--- src/rtl/pipe_hazard_ctrl_if.sv ---
// ---------------------------------------------------------------------------
// pipe_hazard_ctrl_if
// Bundles every hazard-controller signal between the 5-stage pipeline
// datapath and pipe_hazard_ctrl. Clock and reset are not part of the bundle.
//
//   master modport : pipeline side, drives the register addresses, the
//                    write/use flags and the event strobes, and receives
//                    the latch enables, flushes, forwarding selects and
//                    the controller state.
//   slave modport  : controller side, the mirror image of master.
//
// Signal summary (D/E/M/WB suffix names the stage the signal describes):
//   rs_addrD, rt_addrD, rs_useD, rt_useD      operands read by D
//   rs_addrE, rt_addrE                        operands read by E
//   dest_addrE, reg_wrE, mem_readE            producer in E (load detect)
//   dest_addrM, reg_wrM                       producer in M
//   dest_addrWB, reg_wrWB                     producer in WB
//   branch_takenE, RET_enM, halt_WB           control-flow events
//   ext_stall                                 data memory wait
//   en_F, en_D, en_E, en_M                    latch load enables
//   flush_D, flush_E, flush_M                 latch NOP inserts
//   fwdA_s, fwdB_s                            E operand source selects
//   state                                     00 RUN, 01 RET_DRAIN, 10 HALTED
// ---------------------------------------------------------------------------
interface pipe_hazard_ctrl_if;
  logic [1:0] rs_addrD;
  logic [1:0] rt_addrD;
  logic       rs_useD;
  logic       rt_useD;
  logic [1:0] rs_addrE;
  logic [1:0] rt_addrE;
  logic [1:0] dest_addrE;
  logic       reg_wrE;
  logic       mem_readE;
  logic [1:0] dest_addrM;
  logic       reg_wrM;
  logic [1:0] dest_addrWB;
  logic       reg_wrWB;
  logic       branch_takenE;
  logic       RET_enM;
  logic       halt_WB;
  logic       ext_stall;
  logic       en_F;
  logic       en_D;
  logic       en_E;
  logic       en_M;
  logic       flush_D;
  logic       flush_E;
  logic       flush_M;
  logic [1:0] fwdA_s;
  logic [1:0] fwdB_s;
  logic [1:0] state;

  modport master (
    output rs_addrD, rt_addrD, rs_useD, rt_useD, rs_addrE, rt_addrE,
           dest_addrE, reg_wrE, mem_readE, dest_addrM, reg_wrM,
           dest_addrWB, reg_wrWB, branch_takenE, RET_enM, halt_WB, ext_stall,
    input  en_F, en_D, en_E, en_M, flush_D, flush_E, flush_M,
           fwdA_s, fwdB_s, state
  );

  modport slave (
    input  rs_addrD, rt_addrD, rs_useD, rt_useD, rs_addrE, rt_addrE,
           dest_addrE, reg_wrE, mem_readE, dest_addrM, reg_wrM,
           dest_addrWB, reg_wrWB, branch_takenE, RET_enM, halt_WB, ext_stall,
    output en_F, en_D, en_E, en_M, flush_D, flush_E, flush_M,
           fwdA_s, fwdB_s, state
  );
endinterface

--- src/rtl/pipe_hazard_ctrl.sv ---
// ---------------------------------------------------------------------------
// pipe_hazard_ctrl
// Hazard and sequencing controller for the F/D/E/M/WB 8-bit pipeline.
// Produces the enables and NOP-flushes of the F-D, D-E, E-M and M-WB latches
// and the E-stage operand forwarding selects. Handles load-use stalls,
// taken-branch flushes, the RET drain, external memory waits and HALT.
//
// Parameters:
//   RET_PENALTY : bubble cycles after a RET resolves in M (1..15)
//   CNT_W       : width of the RET drain counter
//
// Ports:
//   clk   : clock, all state changes on the rising edge
//   rst_n : synchronous active-low reset
//   hz    : pipe_hazard_ctrl_if.slave, all pipeline-facing signals
//
// Only the FSM state and the drain counter are registered; every output is
// combinational from them and the current inputs.
// ---------------------------------------------------------------------------
module pipe_hazard_ctrl #(
  parameter int RET_PENALTY = 2,
  parameter int CNT_W       = 4
) (
  input logic               clk,
  input logic               rst_n,
  pipe_hazard_ctrl_if.slave hz
);

  typedef enum logic [1:0] {
    RUN       = 2'b00,
    RET_DRAIN = 2'b01,
    HALTED    = 2'b10
  } state_e;

  state_e             state_q, state_d;
  logic   [CNT_W-1:0] cnt_q, cnt_d;
  logic               loadUse;

  // State register. Reset returns to RUN with an empty drain counter.
  always_ff @(posedge clk) begin
    if (!rst_n) begin
      state_q <= RUN;
      cnt_q   <= '0;
    end else begin
      state_q <= state_d;
      cnt_q   <= cnt_d;
    end
  end

  // Forwarding selects. M holds the younger result, so it is checked before
  // WB. Forwarding stays live in every state so held instructions in E keep
  // seeing correct operands; only reset forces the register-file path.
  always_comb begin
    hz.fwdA_s = 2'b00;
    hz.fwdB_s = 2'b00;
    if (rst_n) begin
      if (hz.reg_wrM && hz.dest_addrM == hz.rs_addrE)
        hz.fwdA_s = 2'b01;
      else if (hz.reg_wrWB && hz.dest_addrWB == hz.rs_addrE)
        hz.fwdA_s = 2'b10;
      if (hz.reg_wrM && hz.dest_addrM == hz.rt_addrE)
        hz.fwdB_s = 2'b01;
      else if (hz.reg_wrWB && hz.dest_addrWB == hz.rt_addrE)
        hz.fwdB_s = 2'b10;
    end
  end

  // Next-state and latch-control decode, written as a strict priority chain.
  // A load in E whose result D needs cannot be forwarded in time, so D and F
  // hold for one cycle while a bubble enters E. During ext_stall everything
  // freezes, including pending halt/RET/branch strobes, which are replayed by
  // the held latches once the wait drops.
  always_comb begin
    state_d    = state_q;
    cnt_d      = cnt_q;
    hz.en_F    = 1'b1;
    hz.en_D    = 1'b1;
    hz.en_E    = 1'b1;
    hz.en_M    = 1'b1;
    hz.flush_D = 1'b0;
    hz.flush_E = 1'b0;
    hz.flush_M = 1'b0;

    loadUse = hz.mem_readE && hz.reg_wrE &&
              ((hz.rs_useD && hz.rs_addrD == hz.dest_addrE) ||
               (hz.rt_useD && hz.rt_addrD == hz.dest_addrE));

    if (!rst_n) begin
      {hz.en_F, hz.en_D, hz.en_E, hz.en_M} = 4'b0000;
      {hz.flush_D, hz.flush_E, hz.flush_M} = 3'b111;
    end else if (hz.ext_stall || state_q == HALTED) begin
      {hz.en_F, hz.en_D, hz.en_E, hz.en_M} = 4'b0000;
    end else if (hz.halt_WB) begin
      {hz.en_F, hz.en_D, hz.en_E, hz.en_M} = 4'b0000;
      state_d = HALTED;
    end else if (state_q == RUN && hz.RET_enM) begin
      hz.en_F = 1'b0;
      {hz.flush_D, hz.flush_E, hz.flush_M} = 3'b111;
      state_d = RET_DRAIN;
      cnt_d   = CNT_W'(RET_PENALTY);
    end else if (state_q == RET_DRAIN) begin
      // E only holds bubbles here, so branch and load-use are irrelevant.
      // The <= 1 test also recovers if an illegal zero penalty is configured.
      hz.en_F    = 1'b0;
      hz.flush_D = 1'b1;
      cnt_d      = cnt_q - CNT_W'(1);
      if (cnt_q <= CNT_W'(1))
        state_d = RUN;
    end else if (hz.branch_takenE) begin
      hz.flush_D = 1'b1;
      hz.flush_E = 1'b1;
    end else if (loadUse) begin
      hz.en_F    = 1'b0;
      hz.en_D    = 1'b0;
      hz.flush_E = 1'b1;
    end
  end

  assign hz.state = state_q;

endmodule

--- src/flat_wrapper.sv ---
// flat-port wrapper written by rule: the top's interface ports become plain ports
module pipe_hazard_ctrl_flat 
#(
  parameter int RET_PENALTY = 2,
  parameter int CNT_W       = 4
)
  (clk, rst_n, hz_rs_addrD, hz_rt_addrD, hz_rs_useD, hz_rt_useD, hz_rs_addrE, hz_rt_addrE, hz_dest_addrE, hz_reg_wrE, hz_mem_readE, hz_dest_addrM, hz_reg_wrM, hz_dest_addrWB, hz_reg_wrWB, hz_branch_takenE, hz_RET_enM, hz_halt_WB, hz_ext_stall, hz_en_F, hz_en_D, hz_en_E, hz_en_M, hz_flush_D, hz_flush_E, hz_flush_M, hz_fwdA_s, hz_fwdB_s, hz_state);
  pipe_hazard_ctrl_if hz_i ();
  input logic clk;
  input logic rst_n;
  input wire logic [$bits(hz_i.rs_addrD)-1:0] hz_rs_addrD;
  input wire logic [$bits(hz_i.rt_addrD)-1:0] hz_rt_addrD;
  input wire logic [$bits(hz_i.rs_useD)-1:0] hz_rs_useD;
  input wire logic [$bits(hz_i.rt_useD)-1:0] hz_rt_useD;
  input wire logic [$bits(hz_i.rs_addrE)-1:0] hz_rs_addrE;
  input wire logic [$bits(hz_i.rt_addrE)-1:0] hz_rt_addrE;
  input wire logic [$bits(hz_i.dest_addrE)-1:0] hz_dest_addrE;
  input wire logic [$bits(hz_i.reg_wrE)-1:0] hz_reg_wrE;
  input wire logic [$bits(hz_i.mem_readE)-1:0] hz_mem_readE;
  input wire logic [$bits(hz_i.dest_addrM)-1:0] hz_dest_addrM;
  input wire logic [$bits(hz_i.reg_wrM)-1:0] hz_reg_wrM;
  input wire logic [$bits(hz_i.dest_addrWB)-1:0] hz_dest_addrWB;
  input wire logic [$bits(hz_i.reg_wrWB)-1:0] hz_reg_wrWB;
  input wire logic [$bits(hz_i.branch_takenE)-1:0] hz_branch_takenE;
  input wire logic [$bits(hz_i.RET_enM)-1:0] hz_RET_enM;
  input wire logic [$bits(hz_i.halt_WB)-1:0] hz_halt_WB;
  input wire logic [$bits(hz_i.ext_stall)-1:0] hz_ext_stall;
  output wire logic [$bits(hz_i.en_F)-1:0] hz_en_F;
  output wire logic [$bits(hz_i.en_D)-1:0] hz_en_D;
  output wire logic [$bits(hz_i.en_E)-1:0] hz_en_E;
  output wire logic [$bits(hz_i.en_M)-1:0] hz_en_M;
  output wire logic [$bits(hz_i.flush_D)-1:0] hz_flush_D;
  output wire logic [$bits(hz_i.flush_E)-1:0] hz_flush_E;
  output wire logic [$bits(hz_i.flush_M)-1:0] hz_flush_M;
  output wire logic [$bits(hz_i.fwdA_s)-1:0] hz_fwdA_s;
  output wire logic [$bits(hz_i.fwdB_s)-1:0] hz_fwdB_s;
  output wire logic [$bits(hz_i.state)-1:0] hz_state;
  assign hz_i.rs_addrD = hz_rs_addrD;
  assign hz_i.rt_addrD = hz_rt_addrD;
  assign hz_i.rs_useD = hz_rs_useD;
  assign hz_i.rt_useD = hz_rt_useD;
  assign hz_i.rs_addrE = hz_rs_addrE;
  assign hz_i.rt_addrE = hz_rt_addrE;
  assign hz_i.dest_addrE = hz_dest_addrE;
  assign hz_i.reg_wrE = hz_reg_wrE;
  assign hz_i.mem_readE = hz_mem_readE;
  assign hz_i.dest_addrM = hz_dest_addrM;
  assign hz_i.reg_wrM = hz_reg_wrM;
  assign hz_i.dest_addrWB = hz_dest_addrWB;
  assign hz_i.reg_wrWB = hz_reg_wrWB;
  assign hz_i.branch_takenE = hz_branch_takenE;
  assign hz_i.RET_enM = hz_RET_enM;
  assign hz_i.halt_WB = hz_halt_WB;
  assign hz_i.ext_stall = hz_ext_stall;
  assign hz_en_F = hz_i.en_F;
  assign hz_en_D = hz_i.en_D;
  assign hz_en_E = hz_i.en_E;
  assign hz_en_M = hz_i.en_M;
  assign hz_flush_D = hz_i.flush_D;
  assign hz_flush_E = hz_i.flush_E;
  assign hz_flush_M = hz_i.flush_M;
  assign hz_fwdA_s = hz_i.fwdA_s;
  assign hz_fwdB_s = hz_i.fwdB_s;
  assign hz_state = hz_i.state;
  pipe_hazard_ctrl #(.RET_PENALTY(RET_PENALTY), .CNT_W(CNT_W)) u_core (.clk(clk), .rst_n(rst_n), .hz(hz_i));
endmodule
--- config.mk ---
export PLATFORM = sky130hd
export DESIGN_NAME = pipe_hazard_ctrl_flat
export DESIGN_NICKNAME = d
export VERILOG_FILES = /design/src/rtl/pipe_hazard_ctrl_if.sv /design/src/rtl/pipe_hazard_ctrl.sv /design/src/flat_wrapper.sv
export SDC_FILE = /design/constraint.sdc
export NUM_CORES = 1
export LEC_CHECK = 0
export ABC_CLOCK_PERIOD_IN_PS = 2040
export CAP_MARGIN = 20
export CELL_PAD_IN_SITES_DETAIL_PLACEMENT = 0
export CELL_PAD_IN_SITES_GLOBAL_PLACEMENT = 2
export CORE_ASPECT_RATIO = 0.8
export CORE_MARGIN = 8
export CORE_UTILIZATION = 18
export DETAILED_ROUTE_END_ITERATION = 16
export GPL_TIMING_DRIVEN = 1
export PLACE_DENSITY_LB_ADDON = 0.1
export SLEW_MARGIN = 20
export SYNTH_ARGS = -nofsm -noshare
export SYNTH_HDL_FRONTEND = slang
export SYNTH_SLANG_ARGS = --single-unit
--- constraint.sdc ---
create_clock -name clk -period 2.04 [get_ports clk]
set_input_delay 0.408 -clock clk [delete_from_list [all_inputs] [get_ports clk]]
set_output_delay 0.408 -clock clk [all_outputs]
set_load 0.01 [all_outputs]
==> results of run 1 <==
power by group through the flow:
stage | logic (mW) | clock network [mW] | registers, mW
after detailed placement | 0.218 | 0 | 0.131
after global routing | 0.238 | 0.192 | 0.130
after global placement | 0.219 | 0 | 0.131
after CTS | 0.215 | 0.178 | 0.129
after floorplan | 0.0800 | 0 | 0.132
final | 0.216 | 0.171 | 0.129
cells in the mapped netlist:
library cell,count
o21a_1,2
o31ai_4,1
buf_6,1
a21oi_1,3
nand3_1,4
nor3_1,3
xor2_1,10
o21ba_2,1
nor3b_1,1
a21o_1,1
clkbuf_1,1
nor2_1,7
a2bb2oi_1,1
and3b_1,1
o221ai_1,1
o211ai_1,1
xnor2_1,5
nor2_2,1
or3b_4,1
inv_1,5
ha_1,2
a211oi_1,1
nand2_1,4
dfxtp_1,6
nand4_1,1
nor2b_1,1
o21ai_0,1
a2111oi_0,3
o31a_1,1
and4_2,1
nor4_1,1
buf_4,1
worst max-delay path, delay by kind of cell:
family          cells  cell delay (ps)
buf+inv             2              310
simple gates        1              400
compound gates      3              430
per-stage QoR:
stage | instances | instance area [µm²] | power [mW]
floorplan | 74 | 598 | 0.212
global placement | 172 | 1180 | 0.350
detailed placement | 172 | 1180 | 0.349
CTS | 177 | 1220 | 0.522
global route | 178 | 1250 | 0.559
finish | 178 | 1250 | 0.517
worst paths after layout:
path,startpoint,to,slack [ps],cells after the start
hold / removal,u_core.cnt_q[3],u_core.cnt_q[3],530,2
hold reg to reg,u_core.cnt_q[3],u_core.cnt_q[3],530,2
setup / recovery,hz_RET_enM,hz_flush_E,90,6
setup reg to reg,u_core.hz.state[0],u_core.cnt_q[3],710,5
repair_timing:
action / CTS / global route
resized for setup: 60 / 7
setup buffers: 2 / 1
endpoints found under the setup margin: 11 / 8
pin swaps: 11 / 11
cell usage in the layout, fill, tap and decap left out, types with 3 or more instances in the layout:
cell type,synthesis,layout
buf_4,1,24
clkdlybuf4s15_2,0,3
inv_1,5,5
dlygate4sd2_1,0,13
buf_2,0,6
a2111oi_2,0,3
nor2_1,7,7
nand2_1,4,4
clkdlybuf4s50_1,0,10
nor3_1,3,3
clkbuf_8,0,3
xnor2_1,5,4
dfxtp_1,6,6
xor2_1,10,10
nand3_1,4,3
dlymetal6s2s_1,0,4
cells by family (layout without fill, tap and decap cells):
logic type,Yosys count,count (layout),share of synthesized area
AOI/OAI and AO/OA,17,17,0.236
buffers and inverters,8,72,0.0690
xor gates and xnor gates,15,15,0.220
DFF,6,6,0.201
and+or+nand+nor,26,26,0.232
adders and majority gates,2,2,0.0418
metal layers:
metal,global-route usage,up-vias
li1,-,394
met1,0.107,343
met2,0.127,24
met3,0.0464,0
met4,0.00679,0
met5,0,-
sequential cells by signal, indices dropped and copies added (netlist names):
| signal | count |
|---|---|
| u_core.cnt_q | 4 |
| u_core.hz.state | 2 |
area by class of cell:
cell class | count | area, µm² | share of cell area
Clock buffer | 3 | 41.3 | 0.0330
Inverter | 5 | 18.8 | 0.0150
Timing Repair Buffer | 64 | 551 | 0.440
Sequential cell | 6 | 120 | 0.0959
Multi-Input combinational cell | 60 | 472 | 0.377
Tap cell | 40 | 50.0 | 0.0400
==> run_results.csv, run 1 <==
group,metric,value,unit
outcome,status,"finished, final reports clean",
placed_design,io_buffer_count,38,
detailed_routing,wl_met1,1.08,mm
sta,finalCriticalPeriod,1950,ps
synth,syn_nets,102,
die,die_area,5430,µm²
synth,avgSynthCellArea,8.08,µm²
sta,slew-limit-headroom,0.817,
pwr,p_leak,0.588,nW
placed_design,gp_congestion,0.783,
final_layout,area_growth,109,%
synth,synth.area.top_cells,"dfxtp_1, xor2_1, xnor2_1, nor2_1, a2111oi_0",
detailed_routing,ant_nets,0,
sta,worst_slack,87.4,ps
pwr,peakVddDrop,0.484,mV
sta,max_freq,512,MHz
cts,root_buffer,"clkbuf_8",
global_routing,grt_use_total,0.0844,
cts,clockBufferDepth,2,
detailed_routing,routedWlPerCell,11.9,µm
worst_setup_path,path_cells,"clkdlybuf4s15_1 -> or3b_4 -> o31ai_4 -> a21o_1 -> o31a_1 -> buf_2",
sta,rsz0062_at_grt,"no",
cts,path_clk_slew,30,ps
global_routing,grt_pass1_wl,3.66,mm
detailed_routing,vias,761,
detailed_routing,wirelength,2.12,mm
cts,clock_sinks,6,
min_path,min_path_type,"reg2reg",
final_layout,final_core_util,0.400,
sta,report.final.slew_viol_count,0,
final_layout,drive_gt1_frac,0.355,
sta,min_period_over_period,0.957,
global_routing,antenna_found_initial,0,
worst_setup_path,worst_setup_path_end_kind,"output pin",
synth,ys_ff_latch,6,
sta,setup_viol,0,
run,drv_cap,0,
die,die_w,80.4,µm
pwr,switching_share,0.271,
final_layout,num_antenna_cells,0,
die,core_region_area,3130,µm²
placed_design,dp_slack,-650,ps
die,start_util,0.191,
pwr,pwr-share-seq,0.250,
worst_setup_path,cp-start-kind,"input pin",
cts,hold_buffers,0,
global_routing,grt_pass1_vias,825,
sta,fin_hold_ws,527,ps
cts,clk_latency,220,ps
worst_setup_path,critical_path_class,"in2out",
cts,numCtsBuffers,3,
die,die_h,67.6,µm
pwr,power_density,412,nW/µm²
synth,syn_inst,74,
detailed_routing,drt_iter0_markers,26,
final_layout,nFillCells,318,
worst_setup_path,cp.arrival,1540,ps
worst_setup_path,cp_max_fo,3,
pwr,p_comb_frac,0.419,
sta,tns,0,ps
pwr,switchingPower,0.140,mW
placed_design,hpwl,1.83,mm
synth,synth_top_cell_area_share,0.201,
sta,max_slew.worst_pin.slew,273,ps
synth,yosysTopAreaCell,"dfxtp_1",
die,rows,18,
die,io_pins,39,
detailed_routing,routed-wl-met2,876,µm
sta,fin_skew,0.834,ps
detailed_routing,maxUsedRoutingLayer,"met3",
synth,yosysWarnings,0,
cts,cts_tree,"built",
synth,yosysSeqAreaShare,0.201,
worst_setup_path,crit_required,1630,ps
detailed_routing,vias_per_cell,4.28,
global_routing,grt_max_degree,9,
global_routing,grt.overflow.total,0,
detailed_routing,wl_met3,161,µm
synth,synth_area,598,µm²
detailed_routing,drt-pass1-iter-count,4,
pwr,clock_power_share,0.332,
synth,ys_types,32,
worst_setup_path,critPathSlowestCell,"or3b_4",
sta,hold_viol,0,
pwr,internal_power,0.376,mW
cts,htree_levels,1,
detailed_routing,drc,0,
worst_setup_path,cp_slowest_stage_delay,400,ps
final_layout,nets,168,
(Power assumes the default switching activity.)
==> run 2: changes to the inputs <==
CTS_CLUSTER_SIZE = 14   (was unset)
GPL_ROUTABILITY_DRIVEN = 0   (was unset)
==> results of run 2 <==
Final layout, timing and power as in run 1 (identical DEF).
